===== config.mk =====
export PLATFORM = sky130hd
export DESIGN_NAME = ram16x8_arbiter
export DESIGN_NICKNAME = d
export VERILOG_FILES = /design/src/rtl/ram16x8_arbiter.sv
export SDC_FILE = /design/constraint.sdc
export NUM_CORES = 1
export LEC_CHECK = 0
export BUFFER_PORTS_ARGS = -buffer_cell sky130_fd_sc_hd__buf_2
export CAP_MARGIN = 20
export CORE_MARGIN = 8
export CORE_UTILIZATION = 45
export CTS_CLUSTER_DIAMETER = 150
export DETAILED_ROUTE_END_ITERATION = 12
export PLACE_DENSITY = 0.83
export SYNTH_ARGS = -nofsm -noshare
export SYNTH_HDL_FRONTEND = slang
export SYNTH_SLANG_ARGS = --single-unit

===== constraint.sdc =====
create_clock -name clock -period 2.2 [get_ports clock]
set_clock_uncertainty 0.05 [all_clocks]
set_input_delay 0.22 -clock clock [delete_from_list [all_inputs] [get_ports clock]]
set_output_delay 0.22 -clock clock [all_outputs]
set_load 0.03 [all_outputs]

===== src/rtl/ram16x8_arbiter.sv =====
// Two-requester round-robin arbiter and sequencer for the RAM16x8 array (32 words over two selects).
// Optional build macro RAM16X8_ARBITER_CLEAR_EN zero-fills all 32 words after reset release.
module ram16x8_arbiter #(
  parameter int ADDR_W = 5,
  parameter int DATA_W = 8
) (
  input  logic              clock,
  input  logic              reset_n,
  input  logic              req0_valid,
  output logic              req0_ready,
  input  logic              req0_we,
  input  logic [ADDR_W-1:0] req0_addr,
  input  logic [DATA_W-1:0] req0_wdata,
  input  logic              req1_valid,
  output logic              req1_ready,
  input  logic              req1_we,
  input  logic [ADDR_W-1:0] req1_addr,
  input  logic [DATA_W-1:0] req1_wdata,
  output logic              rsp0_valid,
  output logic              rsp1_valid,
  output logic [DATA_W-1:0] rsp_rdata,
  output logic [DATA_W-1:0] ram_data_in,
  output logic [3:0]        ram_bit,
  output logic              ram_write_enable,
  output logic              ram_select0,
  output logic              ram_select1,
  input  logic [DATA_W-1:0] ram_data_out
);

  typedef enum logic [2:0] {
    S_IDLE,
    S_ACCESS,
    S_CAPTURE,
    S_RESP
`ifdef RAM16X8_ARBITER_CLEAR_EN
    , S_CLEAR
`endif
  } state_t;

`ifdef RAM16X8_ARBITER_CLEAR_EN
  localparam state_t RST_STATE = S_CLEAR;
`else
  localparam state_t RST_STATE = S_IDLE;
`endif

  state_t            state_q, state_d;
  logic              last_q, last_d;   // id granted most recently; 1 so requester 0 wins the first tie
  logic              gnt_q, gnt_d;
  logic [DATA_W-1:0] rdata_q, rdata_d;
  logic              we_q, we_d;
  logic [ADDR_W-1:0] addr_q, addr_d;
  logic [DATA_W-1:0] wdata_q, wdata_d;
  logic              win0, win1;
`ifdef RAM16X8_ARBITER_CLEAR_EN
  logic [4:0]        clr_q, clr_d;
`endif

  always_comb begin
    state_d          = state_q;
    last_d           = last_q;
    gnt_d            = gnt_q;
    rdata_d          = rdata_q;
    we_d             = we_q;
    addr_d           = addr_q;
    wdata_d          = wdata_q;
    req0_ready       = 1'b0;
    req1_ready       = 1'b0;
    rsp0_valid       = 1'b0;
    rsp1_valid       = 1'b0;
    ram_data_in      = '0;
    ram_bit          = '0;
    ram_write_enable = 1'b0;
    ram_select0      = 1'b0;
    ram_select1      = 1'b0;
    win0 = req0_valid && (!req1_valid || last_q);
    win1 = req1_valid && (!req0_valid || !last_q);
`ifdef RAM16X8_ARBITER_CLEAR_EN
    clr_d = clr_q;
`endif

    case (state_q)
      S_IDLE: begin
        req0_ready = win0;
        req1_ready = win1;
        if (win0) begin
          we_d    = req0_we;
          addr_d  = req0_addr;
          wdata_d = req0_wdata;
          gnt_d   = 1'b0;
          last_d  = 1'b0;
          state_d = S_ACCESS;
        end else if (win1) begin
          we_d    = req1_we;
          addr_d  = req1_addr;
          wdata_d = req1_wdata;
          gnt_d   = 1'b1;
          last_d  = 1'b1;
          state_d = S_ACCESS;
        end
      end
      S_ACCESS: begin
        ram_bit          = addr_q[3:0];
        ram_select1      = addr_q[ADDR_W-1];
        ram_select0      = ~addr_q[ADDR_W-1];
        ram_write_enable = we_q;
        ram_data_in      = wdata_q;
        state_d          = we_q ? S_RESP : S_CAPTURE;
      end
      S_CAPTURE: begin
        // Address and select stay put so the RAM output is stable when sampled.
        ram_bit     = addr_q[3:0];
        ram_select1 = addr_q[ADDR_W-1];
        ram_select0 = ~addr_q[ADDR_W-1];
        rdata_d     = ram_data_out;
        state_d     = S_RESP;
      end
      S_RESP: begin
        rsp0_valid = ~gnt_q;
        rsp1_valid = gnt_q;
        state_d    = S_IDLE;
      end
`ifdef RAM16X8_ARBITER_CLEAR_EN
      S_CLEAR: begin
        ram_bit          = clr_q[3:0];
        ram_select1      = clr_q[4];
        ram_select0      = ~clr_q[4];
        ram_write_enable = 1'b1;
        clr_d            = clr_q + 5'd1;
        if (clr_q == 5'd31) state_d = S_IDLE;
      end
`endif
      default: state_d = S_IDLE;
    endcase

`ifdef RAM16X8_ARBITER_CLEAR_EN
    // Reset parks the FSM in CLEAR; keep the RAM pins quiet until reset is released.
    if (!reset_n) begin
      ram_bit          = '0;
      ram_select0      = 1'b0;
      ram_select1      = 1'b0;
      ram_write_enable = 1'b0;
    end
`endif
  end

  always_ff @(posedge clock or negedge reset_n) begin
    if (!reset_n) begin
      state_q <= RST_STATE;
      last_q  <= 1'b1;
      gnt_q   <= 1'b0;
      rdata_q <= '0;
`ifdef RAM16X8_ARBITER_CLEAR_EN
      clr_q   <= '0;
`endif
    end else begin
      state_q <= state_d;
      last_q  <= last_d;
      gnt_q   <= gnt_d;
      rdata_q <= rdata_d;
`ifdef RAM16X8_ARBITER_CLEAR_EN
      clr_q   <= clr_d;
`endif
    end
  end

  // Request payload is only meaningful after a grant, so it carries no reset.
  always_ff @(posedge clock) begin
    we_q    <= we_d;
    addr_q  <= addr_d;
    wdata_q <= wdata_d;
  end

  assign rsp_rdata = rdata_q;

endmodule

---- Word-level counts from Yosys, hierarchy flattened ----
Cells that the tools add are included.
storage, ports and cells
  flip-flop bits (word level) ............. 27
  input bits .............................. 40
  output and inout bits ................... 27
  word-level logic and storage cells ...... 45
operators by class
  equality and inequality tests ........... 4
  muxes and demuxes ....................... 21
  bitwise logic cells ..................... 2
  reduce and logical (&&, ||, !) cells .... 11
operators with widths
  cell                                                              number
  8-bit two-way mux                                                 3
  1-bit two-way mux                                                 12
  5-bit two-way mux                                                 2
  3-bit case mux with 3 select lines                                1
  3-bit by 2-bit == test with 1-bit output (second input constant)  2
  3-bit two-way mux                                                 2
  4-bit two-way mux                                                 1
  3-bit by 1-bit == test with 1-bit output (second input constant)  1
  1-bit zero test                                                   3
  3-bit zero test                                                   1
  3-bit inequality test (second input constant)                     1
  1-bit logical AND                                                 2
  1-bit logical OR                                                  2
  1-bit inverter                                                    2
  2-bit AND reduction                                               1
  2-bit nonzero test                                                1
  2-bit OR reduction                                                1

---- Longest topological paths before layout ----
  depth in word-level cells ............... 6
  mapped depth ............................ 5
  gate-level depth less buffers ........... 5

---- Least setup slack after synthesis ----
OpenSTA, ideal clock, no wires.
  kind .................................... reg-to-reg
  start point ............................. reg state_q[0]
  end point ............................... reg addr_q[0], enable pin
  setup time .............................. 0.386 ns
  arrival time ............................ 1.445 ns
  data required time ...................... 1.764 ns
  slack ................................... 0.319 ns
  stages on the path, launching flop included .. 4
  buffers on the path ..................... 0
  period minus slack after synthesis ...... 1.881 ns
  path through ............................ dfrtp_1 inv_1 ha_1 nor2b_1
between the ends
  longest elaborated chain between the ends .. 2
RTL lines
  what                                  RTL line  RTL
  from (decl)                           46        state_t state_q, state_d;
  from (signal assigned)                156       state_q <= state_d;
  3-bit zero test                       81        case (state_q)
  2-bit AND reduction (no source line)  -
  to (signal assigned)                  169       addr_q <= addr_d;
  to (decl)                             51        logic [ADDR_W-1:0] addr_q, addr_d;
Every way passes these cells.
A chain may end at the register's enable or synchronous reset.

---- Worst setup path after layout ----
  start point ............................. reg state_q[0]
  end point ............................... out req1_ready
between the ends
  longest elaborated chain between the ends .. 2
RTL lines
  what               RTL line  RTL
  3-bit zero test    81
  1-bit two-way mux  81
  to (decl)          15        output logic req1_ready,
Every way passes these cells.

==> metrics.txt <==
status=finished clean; VDD IR max=1.18 mV; GRT met3 Usage=0.0763; M1 GR Usage=0.119; H-tree Lvls=1; Num CTS Buffers=3; slew at the pin closest to its max-slew limit=0.385 ns; nets=208; Clk Latency, worst-skew pair=0.32 ns; Syn Std Cell Area=1330 sq um; Worst-path clk slew=0.14 ns; RSZ-0062 raised after global routing=false; Sw Pwr=1.06 mW; power share of the combinational group=0.551; sequential power share=0.349; Yosys cell types=21; # IOs=67; Post-CTS Hold Fix Bufs=1; vias in the first global route=1093; Synthesized Nets=137; Iter 0 DRT Violations=21; sum of negative setup slack=0 ns; global routing met2 resource utilization=0.202; Post-Route WL=2.88 mm; DR vias=956; Place WS=0.647 ns; fin. max-slew vios=0; Mapped Cells=92; non-filler cells, final=193; Critical Path Sink Type=output pin; WL/cell=14.9 microns; Power Dens Cells=1390 nW/um^2; GRT Overall Usage=0.118; Max-slew headroom=0.743; total of warnings raised by yosys=0; sequential area share after synthesis=0.545; Detailed Place HPWL=2.38 mm; antenna viol nets, final=0; Diodes inserted=0; min Tclk post-route=1.93 ns; initial antenna violation count=0; Setup violations, final=0; Placed Area=1680 sq um; Rows=19; # clock sinks=26; initial core utilization=0.476; Setup CP Type=register to output pin; total setup buffers inserted after CTS=0; vias per cell=4.95; largest net degree at the start of global routing=15; Leakage Power=0.854 nW; Core Util, Final=0.619; crit-path max FO=8; Clock Path Buffers=2; MaxCap Viol Count=0; f_max=0.518 GHz; Final Instance Area=1720 sq um; Clock Power Share=0.100; startpoint types=register; Crit path required time=1.93 ns; cts repair resizes=0; internal power=1.33 mW; worst setup margin=0.271 ns; syn avg cell area=14.4 sq um; global route overflow=0; TritonCTS clock tree=built; gr busiest metal=met2; area delta synth->final=30.0%; clk root buf=clkbuf_4; DRT Pass-1 Iters=4; Port Buffer Count=66; Die Wd=70.3 microns; core box area=2780 sq um; final period utilization=0.877; CP arrival=1.66 ns; Post-route DRC=0; Hold Crit Class=input port to register; Die H=70.3 microns; Hold Fails Final Rpt=0; Seq cells post-synth=26; routability congestion estimate=0.775; layout cell share with drive strength beyond 1=0.599; cell count after placement=188; first-pass GRT wire length=4.86 mm; Die ar.=4940 sq um; Sw Ratio=0.443
-- power groups by stage --
stage               combinational, mW  sequential [mW]  clock, mW
floorplan                       0.810            0.982          0
global placement                 1.30            0.828          0
detailed placement               1.33            0.846          0
CTS                              1.34            0.834      0.250
global route                     1.42            0.854      0.266
finish                           1.32            0.832      0.240
-- worst max-delay path: stages (launching register included) --
cell and delay [ns]:
dfrtp_1 0.46, inv_1 0.11, ha_1 0.29, nand2_1 0.09, a21oi_1 0.17, buf_2 0.23
-- cell families (layout without fill, tap and decap cells) --
group           Yosys count  in the layout  synth area share
fa+ha+maj                 5              5            0.0472
buf+inv                   4             74            0.0246
simple gates             27             27             0.127
flops                    26             26             0.545
compound gates            7              7            0.0321
mux                      23             23             0.224
-- sequential cells by signal (all words and copies together), names as in the netlist --
name,cells
addr_q,5
gnt_q,1
last_q,1
rsp_rdata,8
state_q,2
wdata_q,8
we_q,1
-- cells in the mapped netlist --
library cell	n	area [sq um]
and2_1	15	93.8
o311ai_0	1	8.76
dfstp_2	1	26.3
edfxtp_1	14	420
mux2_4	10	150
nand2b_1	1	6.26
nor2b_1	3	18.8
nor2_1	3	11.3
dfrtp_1	11	275
nand2b_4	1	13.8
nor2b_4	1	13.8
mux2_2	13	146
o21ai_0	2	10.0
buf_12	1	20.0
ha_1	5	62.6
o31ai_1	1	7.51
a31oi_1	1	6.26
buf_2	1	5.00
nand2_1	3	11.3
inv_1	2	7.51
a21oi_1	2	10.0
-- cell type report --
type / instances / area (sq um)
Clock buffer: 4 / 36.3
Fill cell: 218 / 1060
Inverter: 2 / 7.51
Multi-Input combinational cell: 62 / 571
Sequential cell: 26 / 722
Tap cell: 31 / 38.8
Timing Repair Buffer: 68 / 348
-- per-layer routing --
metal	part of all wire	wire, microns	vias to the layer above
met2	0.48	1390	51
met4	0.0028	8	0
met5	0	0	-
met1	0.39	1130	441
li1	-	-	462
met3	0.12	355	2
-- path summary, 6_finish.rpt --
kind                                end  cells past startpoint  slack, ns            start
setup / recovery             req1_ready                      5       0.27       state_q[0]
hold / removal             rsp_rdata[0]                      2       0.06  ram_data_out[0]
setup reg to reg             wdata_q[1]                      4       0.60       state_q[0]
hold reg to reg            rsp_rdata[1]                      1       0.47     rsp_rdata[1]
max in group asynchronous        last_q                      2       1.59          reset_n
min in group asynchronous  rsp_rdata[0]                      2       0.23          reset_n
-- cells in the final DEF, fill, tap and decap left out --
cell,n
a21oi_1,2
clkbuf_8,1
dlygate4sd3_1,1
dfrtp_1,11
nand2b_1,1
buf_2,66
mux2_4,10
and2_1,15
dfstp_2,1
o311ai_0,1
nand2_1,3
a31oi_1,1
buf_4,1
ha_1,5
o31ai_1,1
nor2b_4,1
inv_1,2
clkbuf_4,3
nor2b_1,3
o21ai_0,2
nand2b_4,1
nor2_1,3
mux2_2,13
edfxtp_1,14
-- through the flow --
stage / hold slack (ns) / total power, mW
final: 0.0644 / 2.39
after global routing: 0.0418 / 2.54
after CTS: 0.0522 / 2.42
after detailed placement: 0.0633 / 2.18
after global placement: 0.0557 / 2.13
after floorplan: -0.126 / 1.79
No activity file was read; power rests on OpenSTA's default activity.
